`src/rtl/mult_div_ctrl.sv`:
```
// mult_div_ctrl: sequences one MULT or DIV at a time through the external
// engines, holds their operands, and owns the architectural HI/LO registers.
//
// state     | meaning
// ----------+-----------------------------------------------------------
// S_IDLE    | ready for req / MTHI / MTLO; divide-by-zero resolved here
// S_MUL_RUN | multiplier running; product captured when cnt hits MULT_LAT
// S_DIV_RUN | divider running; wait for div_done or the timeout
module mult_div_ctrl #(
  parameter int MULT_LAT    = 34,
  parameter int DIV_TIMEOUT = 64
) (
  input  logic        i_clk,
  input  logic        i_rst,
  input  logic        i_req,
  input  logic        i_op,
  input  logic [31:0] i_rs_val,
  input  logic [31:0] i_rt_val,
  input  logic        i_wr_hi,
  input  logic        i_wr_lo,
  output logic        o_mul_start,
  output logic [31:0] o_mul_a,
  output logic [31:0] o_mul_b,
  input  logic [31:0] i_mul_hi,
  input  logic [31:0] i_mul_lo,
  output logic        o_div_start,
  output logic [31:0] o_div_a,
  output logic [31:0] o_div_b,
  input  logic        i_div_done,
  input  logic [31:0] i_div_quo,
  input  logic [31:0] i_div_rem,
  output logic [31:0] o_hi,
  output logic [31:0] o_lo,
  output logic        o_busy,
  output logic        o_done,
  output logic        o_div0,
  output logic        o_err
);

  typedef enum logic [1:0] {
    S_IDLE    = 2'd0,
    S_MUL_RUN = 2'd1,
    S_DIV_RUN = 2'd2
  } state_t;

  localparam logic [6:0] MUL_LAST = 7'(MULT_LAT);
  // The divider gets DIV_TIMEOUT run cycles in total (cnt 0..DIV_TIMEOUT-1);
  // a div_done arriving in the last of them is still honoured.
  localparam logic [6:0] DIV_LAST = 7'(DIV_TIMEOUT - 1);

  state_t      r_state;
  state_t      w_state_nxt;
  logic [6:0]  r_cnt;
  logic [31:0] r_opa;
  logic [31:0] r_opb;
  logic [31:0] r_hi;
  logic [31:0] r_lo;
  logic        r_done;
  logic        r_div0;
  logic        r_err;

  logic        w_load_ops;
  logic        w_cap_mul;
  logic        w_cap_div;
  logic        w_div_zero;
  logic        w_timeout;
  logic        w_wr_en;
  logic        w_mul_start;
  logic        w_div_start;

  // Next-state decode plus the single-cycle control strobes for the datapath.
  always_comb begin
    w_state_nxt = r_state;
    w_load_ops  = 1'b0;
    w_cap_mul   = 1'b0;
    w_cap_div   = 1'b0;
    w_div_zero  = 1'b0;
    w_timeout   = 1'b0;
    w_wr_en     = 1'b0;
    w_mul_start = 1'b0;
    w_div_start = 1'b0;
    case (r_state)
      S_IDLE: begin
        w_wr_en = 1'b1;
        if (i_req) begin
          if (!i_op) begin
            w_load_ops  = 1'b1;
            w_state_nxt = S_MUL_RUN;
          end else if (i_rt_val == 32'd0) begin
            w_div_zero = 1'b1;
          end else begin
            w_load_ops  = 1'b1;
            w_state_nxt = S_DIV_RUN;
          end
        end
      end
      S_MUL_RUN: begin
        w_mul_start = (r_cnt == 7'd0);
        if (r_cnt == MUL_LAST) begin
          w_cap_mul   = 1'b1;
          w_state_nxt = S_IDLE;
        end
      end
      S_DIV_RUN: begin
        w_div_start = (r_cnt == 7'd0);
        // div_done in the start cycle belongs to a previous, stale operation.
        if (i_div_done && (r_cnt != 7'd0)) begin
          w_cap_div   = 1'b1;
          w_state_nxt = S_IDLE;
        end else if (r_cnt == DIV_LAST) begin
          w_timeout   = 1'b1;
          w_state_nxt = S_IDLE;
        end
      end
      default: w_state_nxt = S_IDLE;
    endcase
  end

  // State register and run counter; the counter restarts on every state change.
  always_ff @(posedge i_clk or posedge i_rst) begin
    if (i_rst) begin
      r_state <= S_IDLE;
      r_cnt   <= 7'd0;
    end else begin
      r_state <= w_state_nxt;
      if ((w_state_nxt != r_state) || (w_state_nxt == S_IDLE)) begin
        r_cnt <= 7'd0;
      end else begin
        r_cnt <= r_cnt + 7'd1;
      end
    end
  end

  // Operand hold registers, HI/LO, and the registered status pulses.
  always_ff @(posedge i_clk or posedge i_rst) begin
    if (i_rst) begin
      r_opa  <= 32'd0;
      r_opb  <= 32'd0;
      r_hi   <= 32'd0;
      r_lo   <= 32'd0;
      r_done <= 1'b0;
      r_div0 <= 1'b0;
      r_err  <= 1'b0;
    end else begin
      if (w_load_ops) begin
        r_opa <= i_rs_val;
        r_opb <= i_rt_val;
      end
      if (w_wr_en && i_wr_hi) r_hi <= i_rs_val;
      if (w_wr_en && i_wr_lo) r_lo <= i_rs_val;
      if (w_cap_mul) begin
        r_hi <= i_mul_hi;
        r_lo <= i_mul_lo;
      end
      if (w_cap_div) begin
        r_hi <= i_div_rem;
        r_lo <= i_div_quo;
      end
      r_done <= w_cap_mul | w_cap_div | w_timeout | w_div_zero;
      r_div0 <= w_div_zero;
      r_err  <= w_timeout;
    end
  end

  assign o_mul_start = w_mul_start;
  assign o_div_start = w_div_start;
  assign o_mul_a     = r_opa;
  assign o_mul_b     = r_opb;
  assign o_div_a     = r_opa;
  assign o_div_b     = r_opb;
  assign o_hi        = r_hi;
  assign o_lo        = r_lo;
  assign o_busy      = (r_state != S_IDLE);
  assign o_done      = r_done;
  assign o_div0      = r_div0;
  assign o_err       = r_err;

endmodule
```
`config.mk`:
```
export PLATFORM = sky130hd
export DESIGN_NAME = mult_div_ctrl
export DESIGN_NICKNAME = d
export VERILOG_FILES = /design/src/rtl/mult_div_ctrl.sv
export SDC_FILE = /design/constraint.sdc
export NUM_CORES = 1
export LEC_CHECK = 0
export CAP_MARGIN = 30
export CORE_AREA = 2 2 153 155
export CTS_CLUSTER_DIAMETER = 60
export CTS_CLUSTER_SIZE = 14
export DETAILED_ROUTE_END_ITERATION = 10
export DIE_AREA = 0 0 155 157
export PLACE_DENSITY = 0.75
export SYNTH_ARGS = -nofsm -noshare
export SYNTH_HDL_FRONTEND = slang
export SYNTH_SLANG_ARGS = --single-unit
```
`constraint.sdc`:
```
create_clock -name i_clk -period 5.7 [get_ports i_clk]
set_input_delay 1.14 -clock i_clk [delete_from_list [all_inputs] [get_ports i_clk]]
set_output_delay 1.14 -clock i_clk [all_outputs]
set_load 0.02 [all_outputs]
```
-- Yosys cells after proc, flatten, opt, wreduce, memory -nomap -nowiden
Cells that the tools add are included.
- logic and storage cells: 62
- flip-flop bits (word level): 140
- RAM bits: 0
- memories: 0
- latch bits: 0
- memory bits (read-only): 0
- output and inout bits: 198
- magnitude comparators: 0
- equality and inequality tests: 5
- multiplexer cells: 32
- reduce and logical (&&, ||, !) cells: 12
- bitwise logic cells: 3
- multipliers: 0
- shifts and indexed selects: 0
- div/mod/pow operators: 0
- $add $sub $neg: 1
- operator list (cell ; number):
    $mux W32 ; 6
    $logic_not A32 Y1 ; 1
    $mux W1 ; 18
    $eq A7 B6 Y1 const B ; 2
    $mux W2 ; 6
    $add A7 B1 Y7 const B ; 1
    $logic_not A7 Y1 ; 1
    $mux W7 ; 1
    $reduce_bool A7 Y1 ; 1
    $pmux W2 S3 ; 1
    $reduce_bool A3 Y1 ; 2
    $logic_not A2 Y1 ; 2
    $logic_and A1 B1 Y1 ; 3
    $or A1 B1 Y1 ; 3
    $eq A2 B1 Y1 const B ; 1
    $eq A2 B2 Y1 const B ; 1
    $ne A2 B2 Y1 ; 1
    $reduce_bool A2 Y1 ; 1
    $logic_or A1 B1 Y1 ; 1

-- Logic depth before layout (Yosys ltp)
Gate-level depths: netlist (run 1).
- depth after elaboration: 8
- gate-level depth with buffers: 8
- depth with buffers taken out: 7

-- Worst setup path after synthesis (run 1)
No wires, ideal clock.
- path kind: reg-to-output
- start point: register r_cnt[2]
- end point: output o_mul_start
- buffers on the path: 2
- setup slack: 2.616 ns
- arrival time: 1.944 ns
- cell stages (with the launch flop): 5
- path through: dfrtp_1 > or4_1 > clkbuf_2 > clkbuf_1 > nor4_1
- longest elaborated chain between the ends: 2
- RTL lines (item ; RTL line ; RTL):
    from (decl) ; 53 ; logic [6:0] r_cnt;
    from (signal assigned) ; 129 ; r_cnt <= r_cnt + 7'd1;
    $logic_not A7 Y1 ; 98 ; w_mul_start = (r_cnt == 7'd0);
    $mux W1 ; 82 ; case (r_state)
    to (decl) ; 21 ; output logic o_mul_start,
No other way between the ends.

-- Final worst setup path (run 1)
Same ends and word-level chain as after synthesis.

==> flow_summary.json, run 1 <==
{
  "synthAdderAreaFrac": 0.00546,
  "drt-initial-drc-count": 305,
  "grt_pass1_vias": 6659,
  "ys_ff_latch": 140,
  "use_met3": 0.0493,
  "routedWlPerCell_um": 20.7,
  "maxCapViolCount": 0,
  "synthSimpleGateAreaFrac": 0.0586,
  "ctsResizeCount": 0,
  "hold_path_startpoint": "o_hi[14]$_DFFE_PP0P_",
  "layout-drive-gt1-share": 0.120,
  "p_leak_nw": 4.51,
  "firstDrtPassIters": 5,
  "cts_buffers": 17,
  "fin_crit_sh": 0.656,
  "arrival_ns": 2.60,
  "fp-row-count": 55,
  "avgSynthCellArea_sq_um": 10.7,
  "core_region_area_sq_um": 22500,
  "post-route-util": 0.503,
  "hold_buffers": 0,
  "worstSetupPathType": "register to output pin",
  "antenna_found_initial": 0,
  "hold_violations": 0,
  "outcome": "completed",
  "drcViolationCount": 0,
  "reg2reg_from": "r_cnt[2]$_DFF_PP0_",
  "syn-cell-area_sq_um": 6880,
  "clk_pin_slew_ns": 0.06,
  "clock_latency_ns": 0.42,
  "grt_max_degree": 65,
  "ir_drop_mv": 0.294,
  "clockBufferDepth": 2,
  "met2_usage": 0.369,
  "cp.required_ns": 4.56,
  "finalWirelength_mm": 26.1,
  "io_pins": 397,
  "synth_xor_area_frac": 0.00509,
  "grt_use_met1": 0.250,
  "vias": 6372,
  "tightest_slew_ns": 0.878,
  "slew_viol_final": 0,
  "fp.dieH_um": 157,
  "hold_path_class": "register to register",
  "ys_seq_area_frac": 0.509,
  "rsz0062_at_grt": "false",
  "setup_tns_ns": 0,
  "via_per_inst": 5.06,
  "synth_top_family_by_area": "compound AO/OA/AOI/OAI gates",
  "skew_ns": 0.0113,
  "die_w_um": 155,
  "cts_tree": "yes",
  "final-seq-area_sq_um": 3500,
  "reg2regPathDepth": 8,
  "overflow": 0,
  "ys_types": 37,
  "grt.total_usage": 0.209,
  "grt_pass1_wl_mm": 38.5,
  "fillers": 2043,
  "drtAntennaViolNets": 0,
  "relSlewSlack": 0.415,
  "hpwl_mm": 19.3,
  "area_growth_pct": 64.6,
  "end_kind": "output pin",
  "fin_nets": 1164,
  "cts_root_buffer": "clkbuf_16",
  "h-tree-depth": 4,
  "multi_input_area_sq_um": 2680,
  "max_freq_mhz": 268,
  "synth_area_leaders": "dfrtp_1 (51%), mux2_2 (10%), buf_4 (8.4%)",
  "path_max_fanout": 35,
  "place.gp.congestion": 0.889,
  "port_buffers": 396,
  "cellPowerDensity_nw_per_um2": 592,
  "initial_core_util": 0.306,
  "synthMuxAreaShare": 0.105,
  "yosysTopAreaCellShare": 0.509,
  "synth_top_area_cell": "dfrtp_1",
  "antenna_cells": 0,
  "worstHoldEndpoint": "o_hi[14]$_DFFE_PP0P_",
  "fin_crit_ns": 3.74,
  "startpoint_type": "register",
  "synth_compound_area_frac": 0.213,
  "cts.sinks": 140,
  "whs_path_depth": 1,
  "yosysWarningCount": 0,
  "setup_viol": 0,
  "synth_nets": 842,
  "syn_inst": 640,
  "timing.rr.end": "o_lo[8]$_DFFE_PP0P_",
  "grt.busiest_layer": "met2",
  "dieArea_sq_um": 24300,
  "postCtsSetupRepairBufs": 0,
  "ff2ff_setup_slack_ns": 2.33
}
-- layout by cell type (no fill, tap or decap), drive strengths merged, types with 5 or more instances in the layout --
cell type,instances
nor3,5
a21oi,67
clkbuf,18
mux2,64
nor4,11
clkdlybuf4s50,396
dfrtp,140
nand3,5
o21ai,99
nand2,43
inv,10
buf,13
o2bb2ai,64
-- where the power goes --
group / leakage (nW) / switching (W) / total [W] / internal, W
Combinational: 2.49 / 0.00182 / 0.00363 / 0.00181
Clock: 0.314 / 0.000467 / 0.00122 / 0.000755
Sequential: 1.70 / 0.000376 / 0.00185 / 0.00147
-- stage by stage --
step / instance area, sq um / hold WS, ns / worst slack (ns) / power [W] / cells
CTS: 11300 / 0.493 / 1.93 / 0.00676 / 1260
global placement: 10600 / 0.470 / 2.00 / 0.00541 / 1225
floorplan: 6880 / 0.459 / 0.807 / 0.00389 / 640
global route: 11300 / 0.502 / 1.87 / 0.00702 / 1260
finish: 11300 / 0.489 / 1.96 / 0.00670 / 1260
detailed placement: 10700 / 0.473 / 2.04 / 0.00551 / 1228
-- per-layer routing --
layer,wire length [um],part of all wire
met4,609,0.023
met3,1640,0.063
met2,13300,0.51
met5,0,0
met1,10500,0.40
-- synthesized netlist by cell type --
library cell and instances:
xor2_1 2, mux2_2 64, clkbuf_1 21, and3_1 4, nor2b_1 2, buf_4 77
nand4b_1 1, nand2b_1 1, and2_1 2, a2bb2oi_1 1, o21bai_1 1, nand2_1 42
nor4_1 10, o21ai_1 9, buf_2 7, nor3b_1 1, ha_1 3, a21oi_2 3
clkbuf_2 1, a211oi_1 1, dfrtp_1 140, o21ai_0 90, nor2_1 3, nor4_2 1
o211ai_4 1, a21o_1 1, or3_1 2, a21oi_1 64, xnor2_1 2, or4_1 1
nand2_2 1, o22ai_1 1, and4b_1 1, nand3_1 5, inv_1 5, o2bb2ai_1 64
nor3_1 5
-- cells by family after synthesis --
kind of cell | Yosys count
AOI/OAI and AO/OA | 236
DFF | 140
buffers and inverters | 111
and+or+nand+nor | 82
muxes | 64
xor gates and xnor gates | 4
adders and majority gates | 3
-- final cells by class --
cell class	instances	area share
Clock buffer	18	0.0388
Clock inverter	14	0.0181
Inverter	5	0.00210
Multi-Input combinational cell	389	0.237
Sequential cell	140	0.310
Tap cell	285	0.0315
Timing Repair Buffer	409	0.363
-- worst max path at each step --
stage               slack [ns]  cells past startpoint                from              endpoint
finish                    1.96                      4  r_cnt[2]$_DFF_PP0_           o_mul_start
CTS                       1.93                      4  r_cnt[2]$_DFF_PP0_           o_mul_start
detailed placement        2.04                      7          i_div_done   o_lo[8]$_DFFE_PP0P_
floorplan                 0.81                      1               i_rst      o_div0$_DFF_PP0_
global route              1.87                      4  r_cnt[2]$_DFF_PP0_           o_mul_start
global placement          2.00                      6          i_div_done  o_lo[23]$_DFFE_PP0P_
-- sequential cells by signal, indices dropped and copies added, names as in the netlist --
register	cells
o_div_a	32
o_div_b	32
o_hi	32
o_lo	32
r_cnt	7
r_state	2
o_div0	1
o_done	1
o_err	1
-- worst max-delay path, stage by stage, from the launching register on --
cell	delay, ns
dfrtp_1	0.42
or4_1	0.53
buf_4	0.29
nor4_1	0.27
clkdlybuf4s50_1	0.67
Power figures use the tool's default switching activity.
==> run 2, diff against run 1 <==
==> constraint.sdc (replaced) <==
create_clock -name i_clk -period 3.8 [get_ports i_clk]
set_input_delay 0.76 -clock i_clk [delete_from_list [all_inputs] [get_ports i_clk]]
set_output_delay 0.76 -clock i_clk [all_outputs]
set_load 0.02 [all_outputs]
==> run 2 against run 1 <==
- non-clock buffer count did not move
- count of clock-buffer cells in the layout is 1 lower
- worst setup slack lost 1.6 ns
- final area fell by 0.44%
- register-to-register slack worse by 1.6 ns
- power rose by 48%
- hold slack about the same
- clock skew grew 0.0018 ns
- cell count stayed put
- first-iteration DRC count is 4.6% higher
- flip-flop and latch count stayed put
- critical path depth decreased by 1
- critical endpoint unchanged
- largest cell class unchanged
- largest power group unchanged
- highest routed layer is now met5
==> flow_summary.json, run 2 (synthesis results as in run 1) <==
{
  "outcome": "completed",
  "p_leak_nw": 4.48,
  "dp.cells": 1228,
  "tightest_slew_ns": 0.898,
  "dieArea_sq_um": 24300,
  "reg2regPathDepth": 7,
  "clockBufferDepth": 2,
  "setup_viol": 0,
  "rsz0062_at_grt": "false",
  "drt-initial-drc-count": 319,
  "vias": 6384,
  "routedWlPerCell_um": 20.5,
  "overflow": 0,
  "cts.sinks": 140,
  "cts_root_buffer": "clkbuf_16",
  "fin_crit_ns": 3.46,
  "fillers": 2059,
  "fp-row-count": 55,
  "relSlewSlack": 0.401,
  "design_area_sq_um": 11300,
  "port_buffers": 396,
  "timing.rr.end": "o_hi[20]$_DFFE_PP0P_",
  "final_cell_mix": "clkdlybuf4s50_1 (396), dfrtp_1 (140), o21ai_0 (90)",
  "grt_pass1_wl_mm": 38.4,
  "cts_tree": "yes",
  "maxCapViolCount": 0,
  "initial_core_util": 0.306,
  "whs_path_depth": 1,
  "via_per_inst": 5.07,
  "worstHoldEndpoint": "o_lo[21]$_DFFE_PP0P_",
  "clk_pin_slew_ns": 0.07,
  "cp.required_ns": 3.04,
  "grt.total_usage": 0.207,
  "startpoint": "r_cnt[2]$_DFF_PP0_",
  "hold_violations": 0,
  "cellPowerDensity_nw_per_um2": 878,
  "firstDrtPassIters": 6,
  "worstSetupPathType": "register to output pin",
  "ctsResizeCount": 0,
  "die_w_um": 155,
  "arrival_ns": 2.70,
  "io_pins": 397,
  "dpl_worst_slack_ns": 0.471,
  "ff2ff_setup_slack_ns": 0.74,
  "hpwl_mm": 18.5,
  "drcViolationCount": 0,
  "finalWirelength_mm": 25.9,
  "max_freq_mhz": 289,
  "fin_nets": 1164,
  "hold_buffers": 0,
  "slew_viol_final": 0,
  "skew_ns": 0.0131,
  "antenna_cells": 0,
  "core_region_area_sq_um": 22500,
  "h-tree-depth": 4,
  "grt_pass1_vias": 6801,
  "reg2reg_from": "r_cnt[2]$_DFF_PP0_",
  "postCtsSetupRepairBufs": 0,
  "stdcell_count": 1260,
  "layout-drive-gt1-share": 0.121,
  "grt_max_degree": 141,
  "setup_tns_ns": 0,
  "startpoint_type": "register",
  "path_max_fanout": 13,
  "end_kind": "output pin",
  "place.gp.congestion": 0.807,
  "cts_buffers": 17,
  "drtAntennaViolNets": 0,
  "fin_ws_ns": 0.339,
  "clock_latency_ns": 0.43,
  "final_common_cell": "clkdlybuf4s50_1",
  "hold_path_startpoint": "o_lo[21]$_DFFE_PP0P_",
  "ir_drop_mv": 0.511,
  "fin_crit_sh": 0.911,
  "place_area_sq_um": 10700,
  "fp.dieH_um": 157,
  "antenna_found_initial": 1,
  "area_growth_pct": 63.9,
  "hold_path_class": "register to register"
}
==> run 2: changes by cell type in the layout (fill, tap and decap cells not counted), sizes merged <==
cell      before  now
inv           10   16
clkinv         4    0
bufinv         4    1
clkinvlp       1    3
clkbuf        18   17
==> run 2: where the power goes <==
part	internal [W]	switching, W
Clock	0.000939	0.000760
Sequential	0.00221	0.000553
Combinational	0.00272	0.00272
==> run 2: per-layer routing <==
layer	GRT usage	part of all wire	up-vias
met1	0.249	0.41	3153
li1	-	-	2913
met2	0.363	0.50	286
met3	0.0496	0.066	30
met4	0.0692	0.020	2
met5	0	0.00058	-
==> run 2: worst max path at each step <==
stage	cells after the start	to
floorplan	4	o_mul_start
global placement	7	o_div_a[12]$_DFFE_PP0P_
detailed placement	7	o_div_a[12]$_DFFE_PP0P_
CTS	3	o_mul_start
global route	3	o_mul_start
finish	3	o_mul_start
==> run 2: layout make-up <==
type | instances | area [sq um] | area share
clock inverters | 15 | 163 | 0.0144
clock buffers | 17 | 425 | 0.0378
multi-input cells | 389 | 2690 | 0.238
inverters | 5 | 22.5 | 0.00200
well taps | 285 | 357 | 0.0316
repair buffers | 409 | 4110 | 0.365
flip-flops and latches | 140 | 3500 | 0.311
==> run 2: per-stage QoR <==
| step | total power, W | hold WS, ns | util |
|---|---|---|---|
| after global placement | 0.00816 | 0.470 | 0.475 |
| after global routing | 0.0104 | 0.508 | 0.501 |
| after detailed placement | 0.00824 | 0.473 | 0.475 |
| after floorplan | 0.00583 | 0.459 | - |
| after CTS | 0.0100 | 0.492 | 0.501 |
| final | 0.00990 | 0.489 | 0.501 |
==> run 2: worst max-delay path, stage by stage, from the launching register on <==
cell and delay (ns):
dfrtp_1 0.43, or4_1 0.84, nor4_1 0.34, clkdlybuf4s50_1 0.67
==> run 3, diff against run 2 <==
--- a/config.mk
+++ b/config.mk
@@ -12,6 +12,7 @@
 export DETAILED_ROUTE_END_ITERATION = 10
 export DIE_AREA = 0 0 155 157
 export PLACE_DENSITY = 0.75
+export SLEW_MARGIN = 0
 export SYNTH_ARGS = -nofsm -noshare
 export SYNTH_HDL_FRONTEND = slang
 export SYNTH_SLANG_ARGS = --single-unit
==> results of run 3 <==
Same layout as run 2: the final DEF is identical, and so are final timing and power.
==> edit 1 (settings of run 2) <==
Make the reset (`i_rst`) synchronous in 2 clocked blocks.
--- a/src/rtl/mult_div_ctrl.sv
+++ b/src/rtl/mult_div_ctrl.sv
@@ -117,7 +117,7 @@
   end
 
   // State register and run counter; the counter restarts on every state change.
-  always_ff @(posedge i_clk or posedge i_rst) begin
+  always_ff @(posedge i_clk) begin
     if (i_rst) begin
       r_state <= S_IDLE;
       r_cnt   <= 7'd0;
@@ -132,7 +132,7 @@
   end
 
   // Operand hold registers, HI/LO, and the registered status pulses.
-  always_ff @(posedge i_clk or posedge i_rst) begin
+  always_ff @(posedge i_clk) begin
     if (i_rst) begin
       r_opa  <= 32'd0;
       r_opb  <= 32'd0;
Formal check against the unedited RTL: differs if i_rst is asserted again (counterexample within 4 cycles, from zero or initial values and one cycle with i_rst high); with i_rst held inactive, the same outputs for 4 cycles.
==> edit 1 against run 2 <==
- clock skew shrank 0.0040 ns
- sequential cell count is the same
- largest cell class unchanged
- synthesized area grew 11%
- worst setup slack gained 0.28 ns
- fmax grew 8.9%
- design area grew 6.3%
- wire length grew 17%
- critical path depth grew 1
Power is not compared: it rests on default switching activity, and its combinational part moved more than twofold at a synthesized area within 25%.
==> edit 1: results <==
export IMPL_firstDrtPassIters=5
export IMPL_relSlewSlack=0.349
export IMPL_dp_hpwl_mm=21.1
export IMPL_drive_gt1_frac=0.0578
export IMPL_grt_start_max_net_pins=69
export IMPL_slowest_stage="clkdlybuf4s50_1"
export IMPL_wl_met3_mm=1.94
export IMPL_r2r_worst_path_cells=6
export IMPL_syn_num_nets=1083
export IMPL_dr_first_iter_drc_count=420
export IMPL_cts_buffers=17
export IMPL_synthFlopType="dfxtp_1"
export IMPL_met2_length_mm=14.9
export IMPL_async_reset_ff_frac=0
export IMPL_ys_seq_area_frac=0.366
export IMPL_synth_area_leaders="dfxtp_1 37%, a32o_1 8.2%, mux2i_1 8.2%"
export IMPL_hold_path_depth=1
export IMPL_wl_mm=30.2
export IMPL_post_place_cells=1429
export IMPL_cp_max_fo=5
export IMPL_via_per_inst=5.55
export IMPL_slowest_delay_ns=0.65
export IMPL_grt_pass1_vias=7885
export IMPL_status="finished, final reports clean"
export IMPL_antenna_found_initial=0
export IMPL_synth_cells=881
export IMPL_wl_met1_mm=12.4
export IMPL_finClkSkew_ns=0.00905
export IMPL_ys_types=45
export IMPL_yosys_top_cells_count="140 x dfxtp_1, 101 x nand2_1, 70 x buf_4"
export IMPL_top_layer="met4"
export IMPL_num_vias=8103
-- edit 1: cell type report --
class	count	area, sq um
fillers	2083	10500
repair buffers	413	4150
multi-input cells	586	3990
flip-flops and latches	140	2800
clock buffers	17	425
well taps	285	357
clock inverters	15	235
inverters	5	18.8
-- edit 1: final timing paths --
path | from | end | slack (ns)
worst max-delay path | r_cnt[4] | o_div_start | 0.62
worst min-delay path | r_cnt[0] | r_cnt[0] | 0.49
worst max register to register | r_cnt[2] | o_hi[1] | 1.21
worst min register to register | r_cnt[0] | r_cnt[0] | 0.49
-- edit 1: layer usage --
| layer | GRT usage | up-vias |
|---|---|---|
| li1 | - | 3779 |
| met5 | 0 | - |
| met3 | 0.0463 | 56 |
| met1 | 0.292 | 3889 |
| met4 | 0.0882 | 0 |
| met2 | 0.410 | 379 |
-- edit 1: report_power, final --
group | internal [uW] | leakage (uW) | switching (uW)
logic | 685 | 0.00313 | 622
clock network | 1180 | 0.000321 | 711
registers | 1590 | 0.00115 | 106
-- edit 1: critical path, delay by kind of cell (launching register included) --
kind / cells / cell delay [ns]
buf+inv: 1 / 0.65
flops: 1 / 0.35
simple gates: 3 / 1.02
-- edit 1: cell families after synthesis --
kind of cell               synth area share
buffers and inverters                 0.118
DFF                                   0.366
xor gates and xnor gates            0.00457
muxes                                0.0823
AOI/OAI and AO/OA                     0.238
and+or+nand+nor                       0.186
adders and majority gates           0.00490
-- edit 1: through the flow --
step	worst slack [ns]	instance area (sq um)
after floorplan	1.27	7660
after global placement	0.834	11300
after detailed placement	0.789	11300
after CTS	0.609	12000
after global routing	0.551	12000
final	0.622	12000
==> edit 2 (flow settings as in run 2) <==
Made on the original files. Change the parameter `DIV_TIMEOUT` from 64 to 48.
--- a/src/rtl/mult_div_ctrl.sv
+++ b/src/rtl/mult_div_ctrl.sv
@@ -8,7 +8,7 @@
 // S_DIV_RUN | divider running; wait for div_done or the timeout
 module mult_div_ctrl #(
   parameter int MULT_LAT    = 34,
-  parameter int DIV_TIMEOUT = 64
+  parameter int DIV_TIMEOUT = 48
 ) (
   input  logic        i_clk,
   input  logic        i_rst,
Behaviour: no difference found for any inputs over 4 cycles, from zero or initial values and one cycle with i_rst high; that may be too few to reach the edited logic, so the function may still have changed.
==> edit 2 against run 2 <==
- worst setup slack gained 0.37 ns
- first-iteration DRC count grew 6.3%
- wire length shrank 6.2%
- power grew 0.25%
- cell count grew 2.1%
- core utilization grew 0.92 points
- sequential power is essentially flat
- sequential cell count is the same
- sequential share of layout area shrank 0.56 points
- design area grew 1.8%
- non-clock buffer count shrank 4
- synthesized cell count grew 3.8%
- critical path type unchanged
- synthesized area grew 4.9%
==> edit 2: results <==
export IMPL_rrSetupSlack_ns=1.23
export IMPL_firstDrtPassIters=5
export IMPL_grt_pass1_vias=6371
export IMPL_ys_seq_area_frac=0.486
export IMPL_grt_util_all_layers=0.196
export IMPL_status="finished, final reports clean"
export IMPL_drive_gt1_frac=0.180
export IMPL_synth_area_leaders="dfrtp_1 49%, mux2_2 19%, buf_4 7.8%"
export IMPL_placed_area_sq_um=10900
export IMPL_hold_end="r_cnt[0]"
export IMPL_crit_start="r_cnt[4]"
export IMPL_synth_top_area_share=0.486
export IMPL_slowest_delay_ns=0.66
export IMPL_wire_per_inst_um=18.9
export IMPL_synth_cells=664
export IMPL_routabilityCongestion=0.845
export IMPL_finClkSkew_ns=0.00872
export IMPL_grt_pass1_wl_mm=36.6
export IMPL_nNetsFinal=1190
export IMPL_synth_fa_ha_area_frac=0.00520
export IMPL_timing_rr_end="o_div_b[10]"
export IMPL_ys_types=34
export IMPL_yosys_top_cells_count="140 x dfrtp_1, 124 x mux2_2, 103 x nand2_1"
export IMPL_dp_slack_ns=0.476
export IMPL_p_leak_uw=0.00462
export IMPL_pwr_share_comb=0.561
export IMPL_syn_num_nets=866
export IMPL_timing_hold_worst_start="r_cnt[0]"
export IMPL_hold_ws_ns=0.470
export IMPL_antenna_found_initial=0
export IMPL_slowest_stage="clkdlybuf4s50_1"
export IMPL_dr_first_iter_drc_count=339
export IMPL_dp_hpwl_mm=18.2
export IMPL_switching_share=0.397
export IMPL_final_cells=1286
export IMPL_via_per_inst=4.84
export IMPL_p_per_area_nw_per_um2=865
==> edit 2: changes by cell type after synthesis, moves of 9 or more <==
cell / before / now
o2bb2ai_1: 64 / 0
nor2_1: 3 / 73
o21ai_1: 9 / 0
nand2_1: 42 / 103
buf_6: 0 / 12
clkbuf_1: 21 / 3
a21oi_1: 64 / 1
mux2_2: 64 / 124
o21ai_0: 90 / 2
a31oi_1: 0 / 64
==> edit 2: final cells by class <==
| cell class | count | area, sq um |
|---|---|---|
| clock inverters | 15 | 130 |
| flip-flops and latches | 140 | 3500 |
| fillers | 2059 | 11000 |
| well taps | 285 | 357 |
| inverters | 8 | 33.8 |
| multi-input cells | 416 | 2930 |
| repair buffers | 405 | 4090 |
| clock buffers | 17 | 425 |
==> edit 2: layer usage <==
layer | global-route usage | part of all wire | vias to the layer above
met4 | 0.0617 | 0.019 | 0
met5 | 0 | 0 | -
met1 | 0.244 | 0.41 | 3081
li1 | - | - | 2889
met2 | 0.338 | 0.51 | 232
met3 | 0.0452 | 0.059 | 26
